==> config.mk <==
export PLATFORM = sky130hd
export DESIGN_NAME = if_stage
export DESIGN_NICKNAME = d
export VERILOG_FILES = /design/src/rtl/if_stage.sv
export SDC_FILE = /design/constraint.sdc
export NUM_CORES = 1
export LEC_CHECK = 0
export ABC_AREA = 1
export BUFFER_PORTS_ARGS = -buffer_cell sky130_fd_sc_hd__buf_2
export CORE_AREA = 2 2 135 137
export DETAILED_ROUTE_END_ITERATION = 7
export DIE_AREA = 0 0 137 139
export PLACE_DENSITY_LB_ADDON = 0.12
export REMOVE_ABC_BUFFERS = 1
export SLEW_MARGIN = 20
export SYNTH_ARGS = -nofsm -noshare
export SYNTH_HDL_FRONTEND = slang
export SYNTH_SLANG_ARGS = --single-unit
==> constraint.sdc <==
create_clock -name clk -period 2.67 [get_ports clk]
set_input_delay 0.534 -clock clk [delete_from_list [all_inputs] [get_ports clk]]
set_output_delay 0.534 -clock clk [all_outputs]
set_load 0.05 [all_outputs]
==> src/rtl/if_stage.sv <==
// Instruction-fetch stage: PC register, next-PC select, IMEM addressing,
// IF/ID pipeline register and saturating stall/flush event counters.
//
// Ports:
//   clk, rst         rising-edge clock, synchronous active-high reset
//   PC_Write_en      1 = PC may advance, 0 = hold PC
//   IF_ID_Write_en   1 = IF/ID captures, 0 = IF/ID holds
//   PC_Src           redirect to PC_Target (taken branch/jump from EX)
//   PC_Target        redirect address, low two bits ignored
//   IF_ID_Flush      squash IF/ID contents
//   imem_addr        next PC, presented to synchronous IMEM
//   imem_rdata       IMEM data for the address presented last cycle
//   ID_PC/ID_PC4     PC of the IF/ID instruction and PC+4
//   ID_Instr         IF/ID instruction
//   ID_Valid         IF/ID holds a real instruction
//   stall_cnt        cycles with PC_Write_en=0 and PC_Src=0
//   flush_cnt        cycles in which IF/ID was flushed
module if_stage #(
    parameter logic [31:0] RESET_PC  = 32'h0000_0000,
    parameter logic [31:0] NOP_INSTR = 32'h0000_0013,
    parameter int          CNT_W     = 32
) (
    input  logic             clk,
    input  logic             rst,
    input  logic             PC_Write_en,
    input  logic             IF_ID_Write_en,
    input  logic             PC_Src,
    input  logic [31:0]      PC_Target,
    input  logic             IF_ID_Flush,
    output logic [31:0]      imem_addr,
    input  logic [31:0]      imem_rdata,
    output logic [31:0]      ID_PC,
    output logic [31:0]      ID_PC4,
    output logic [31:0]      ID_Instr,
    output logic             ID_Valid,
    output logic [CNT_W-1:0] stall_cnt,
    output logic [CNT_W-1:0] flush_cnt
);

    localparam logic [31:0] RESET_PC4 = RESET_PC + 32'd4;

    logic [31:0] pc;
    logic [31:0] pc_plus4;
    logic [31:0] next_pc;
    logic        stall_ev;
    logic        flush_ev;

    assign pc_plus4 = pc + 32'd4;
    assign stall_ev = !PC_Write_en && !PC_Src;
    assign flush_ev = IF_ID_Flush || PC_Src;

    // Redirect beats a stall: the stalled instruction is on the wrong path.
    always_comb begin
        next_pc = pc_plus4;
        if (rst)
            next_pc = RESET_PC;
        else if (PC_Src)
            next_pc = {PC_Target[31:2], 2'b00};
        else if (!PC_Write_en)
            next_pc = pc;
    end

    // Holding PC re-presents the same address, so imem_rdata
    // always matches pc without a skid buffer.
    assign imem_addr = next_pc;

    always_ff @(posedge clk) begin
        if (rst) begin
            pc        <= RESET_PC;
            ID_PC     <= RESET_PC;
            ID_PC4    <= RESET_PC4;
            ID_Instr  <= NOP_INSTR;
            ID_Valid  <= 1'b0;
            stall_cnt <= '0;
            flush_cnt <= '0;
        end else begin
            pc <= next_pc;

            if (flush_ev) begin
                ID_PC    <= pc;
                ID_PC4   <= pc_plus4;
                ID_Instr <= NOP_INSTR;
                ID_Valid <= 1'b0;
            end else if (IF_ID_Write_en) begin
                ID_PC    <= pc;
                ID_PC4   <= pc_plus4;
                ID_Instr <= imem_rdata;
                ID_Valid <= 1'b1;
            end

            if (stall_ev && (stall_cnt != '1))
                stall_cnt <= stall_cnt + 1'b1;
            if (flush_ev && (flush_cnt != '1))
                flush_cnt <= flush_cnt + 1'b1;
        end
    end

endmodule
==> impl_metrics.toml <==
[clocking]
clk_transition_reported_paths_ns = 0.08
cts_tree = "done"
cts_max_level = 4
clk-insertion-delay-late_ns = 0.45
numCtsBuffers = 17
clockRootBuffer = "clkbuf_16"
holdBufCountCts = 0
ctsLongestPathBuffers = 2
cts_sinks = 191

[timing]
holdWs_ns = 0.300
fin_ws_ns = 0.0884
clock_skew_ns = 0.0143
setup_viol = 0
min_period_ns = 2.58
tightest_slew_ns = 0.638
report.final.slew_viol_count = 0
fmax_mhz = 387
hold_viol_final = 0
period_share_pct = 96.7
relSlewSlack_pct = 57.5
rsz0062_at_grt = "yes"

[job]
drv_cap = 0

[detailed_routing]
totalWireLength_um = 28200
drtAntennaViolNets = 0
wl_per_cell_um = 14.4
drtIter0Drc = 684
routed_via_density = 5.21
vias = 10215
drt_first_pass_iters = 7
drc = 0

[min_path]
hold_depth = 3
hp-class = "in -> reg"
min_to = "ID_Instr[4]$_SDFFE_PP1P_"
min-delay-start = "imem_rdata[4]"

[synth]
synth_edf_count = 0
synthesis.area_um2 = 9980
ys_seq_area_share_pct = 38.3
synth-seq-cells = 191
yosys.cell_types.count = 36
async_flop_share_pct = 0
syn_inst = 1472
ys.flop_type = "dfxtp_1"
yosys_warnings = 0
syn_area_per_cell_um2 = 6.78

[setup_path]
end_kind = "output port"
cp_max_fo = 4
r2r_end = "flush_cnt[29]$_SDFFE_PP0P_"
startpoint_type = "flip-flop"
arrival_ns = 2.05
critPathRequiredTime_ns = 2.14
timing_worst_setup_path_type = "reg -> out"
r2r_slack_ns = 0.56
r2r_cells = 10
r2r_start = "flush_cnt[0]$_SDFFE_PP0P_"

[floorplan]
initial_core_util_pct = 56.5
fp.dieW_um = 137
num_rows = 49
die_y_um = 139
fp.dieArea_um2 = 19000
core-area_um2 = 17700
io_pins = 263

[final_layout]
area_growth_pct = 23.1
nFillCells = 1543
drive_above_1_share_pct = 28.1
multi_input_area_um2 = 5370
utilization_pct = 69.6
design_area_um2 = 12300
finalNetCount = 1789
seq_area_um2 = 3850

[global_routing]
grtUsageTotal_pct = 29.3
grt_pass1_vias = 9425
antenna_found_initial = 3
grt_max_degree = 95
overflow = 0
grt_pass1_wl_um = 45500

[placement]
hpwl_um = 20000
dp_worst_setup_slack_ns = 0.213
port_buffers = 260
placed_area_um2 = 11400
gp_congestion = 0.954

[pwr]
power_density_nw_per_um2 = 542
vdd_drop_max_v = 0.000703
leakagePower_nw = 5.80

[status]
status = "finished, final reports clean"
state kept, by name (all words and copies together) (netlist names):
register	count
ID_Instr	32
ID_PC	32
ID_PC4	30
ID_Valid	1
flush_cnt	32
pc	32
stall_cnt	32
cell usage in the layout (no fill, tap or decap), types with 3 or more instances in the layout:
| master | netlist | layout |
|---|---|---|
| nand2_1 | 390 | 384 |
| buf_2 | 14 | 242 |
| nor2_1 | 200 | 182 |
| dfxtp_1 | 191 | 175 |
| inv_1 | 156 | 153 |
| o21ai_0 | 85 | 84 |
| a21oi_1 | 85 | 84 |
| nand3_1 | 82 | 81 |
| nand2_2 | 46 | 50 |
| a21oi_2 | 40 | 41 |
| buf_4 | 3 | 32 |
| xor2_1 | 29 | 27 |
| nor2_2 | 7 | 20 |
| clkbuf_16 | 0 | 17 |
| nand4_1 | 16 | 16 |
| xnor2_1 | 13 | 13 |
| dfxtp_2 | 0 | 13 |
| o21bai_1 | 12 | 12 |
| nor2_4 | 5 | 10 |
| inv_2 | 3 | 6 |
| nand2_4 | 4 | 6 |
| o21ai_1 | 7 | 6 |
| o221a_2 | 6 | 6 |
| nor3_1 | 7 | 5 |
| a22oi_1 | 5 | 5 |
| or2_0 | 5 | 5 |
| inv_8 | 0 | 5 |
| inv_6 | 0 | 4 |
| buf_6 | 4 | 4 |
| clkbuf_4 | 0 | 4 |
| dfxtp_4 | 0 | 3 |
| buf_12 | 4 | 3 |
cell type report:
type | instances | share of cell area [%]
multi-input combinational | 1058 | 43.7
sequential | 191 | 31.3
timing repair buffer | 285 | 12.9
inverter | 163 | 5.02
clock buffer | 19 | 3.60
tap | 229 | 2.33
clock inverter | 13 | 1.14
antenna | 1 | 0.0204
report_power, final:
part | switching (mW) | internal (mW) | total [mW] | leakage (nW)
logic | 0.792 | 0.278 | 1.07 | 3.95
clock network | 1.27 | 1.28 | 2.55 | 0.284
registers | 0.0863 | 2.96 | 3.05 | 1.57
total | 2.14 | 4.52 | 6.66 | 5.80
cells in the mapped netlist, drive strengths merged, types with 2 or more instances:
cell | n | area, um2
ha | 3 | 37.5
nor3 | 7 | 35.0
nand4 | 16 | 100
or2 | 5 | 31.3
o221ai | 2 | 17.5
xor2 | 29 | 254
nand3b | 2 | 15.0
nor2 | 214 | 891
o21bai | 12 | 90.1
inv | 161 | 609
dfxtp | 191 | 3820
nand3 | 82 | 410
buf | 25 | 218
a22oi | 5 | 37.5
o221a | 6 | 67.6
clkinv | 2 | 7.51
o21ai | 92 | 460
clkbuf | 35 | 131
xnor2 | 13 | 114
a21oi | 125 | 776
o211ai | 2 | 15.0
nand2 | 442 | 1840
what timing repair did:
action                     CTS  global route
gates resized for setup     32            57
setup endpoints to repair   19            25
pin swaps                    1             5
buffers inserted             0             4
metrics by stage:
stage,setup TNS [ns],std cells,power [mW]
global route,-0.0757,1959,6.90
finish,0,1959,6.66
CTS,-0.00123,1954,6.67
global placement,0,1922,4.13
floorplan,-0.813,1412,3.80
detailed placement,0,1922,4.14
logic make-up after synthesis:
group / Yosys count / synth area share [%]
AOI/OAI and AO/OA: 244 / 14.7
xor gates and xnor gates: 42 / 3.68
adders and majority gates: 3 / 0.376
buffers and inverters: 223 / 9.67
DFF: 191 / 38.3
and+or+nand+nor: 769 / 33.3
routing by layer:
metal	up-vias	wire [um]	share of wire, %	track usage, %
met5	-	13	0.046	0
met4	2	694	2.5	10.3
met3	61	1910	6.8	7.13
met2	348	13500	48	47.9
met1	4658	12000	43	37.6
li1	5146	-	-	-
critical path, cell delays in order (launching register included):
cell and delay, ns:
dfxtp_2 0.35, ha_4 0.16, nand3_4 0.10, inv_2 0.09
nand2_4 0.08, nor2_4 0.16, buf_4 0.16, xor2_4 0.18
o21ai_2 0.09, inv_1 0.08, buf_6 0.15
worst max path at each step:
| stage | to | start | slack (ns) |
|---|---|---|---|
| 4_1_cts | imem_addr[20] | pc[2]$_SDFF_PP0_ | -0.001 |
| 2_1_floorplan | imem_addr[4] | PC_Write_en | -0.14 |
| 5_1_grt | imem_addr[16] | pc[3]$_SDFF_PP0_ | -0.01 |
| 3_3_place_gp | imem_addr[13] | pc[4]$_SDFF_PP0_ | 0.27 |
| 6_report | imem_addr[18] | pc[3]$_SDFF_PP0_ | 0.09 |
| 3_5_place_dp | imem_addr[20] | pc[2]$_SDFF_PP0_ | 0.21 |
Power figures use the tool's default switching activity.
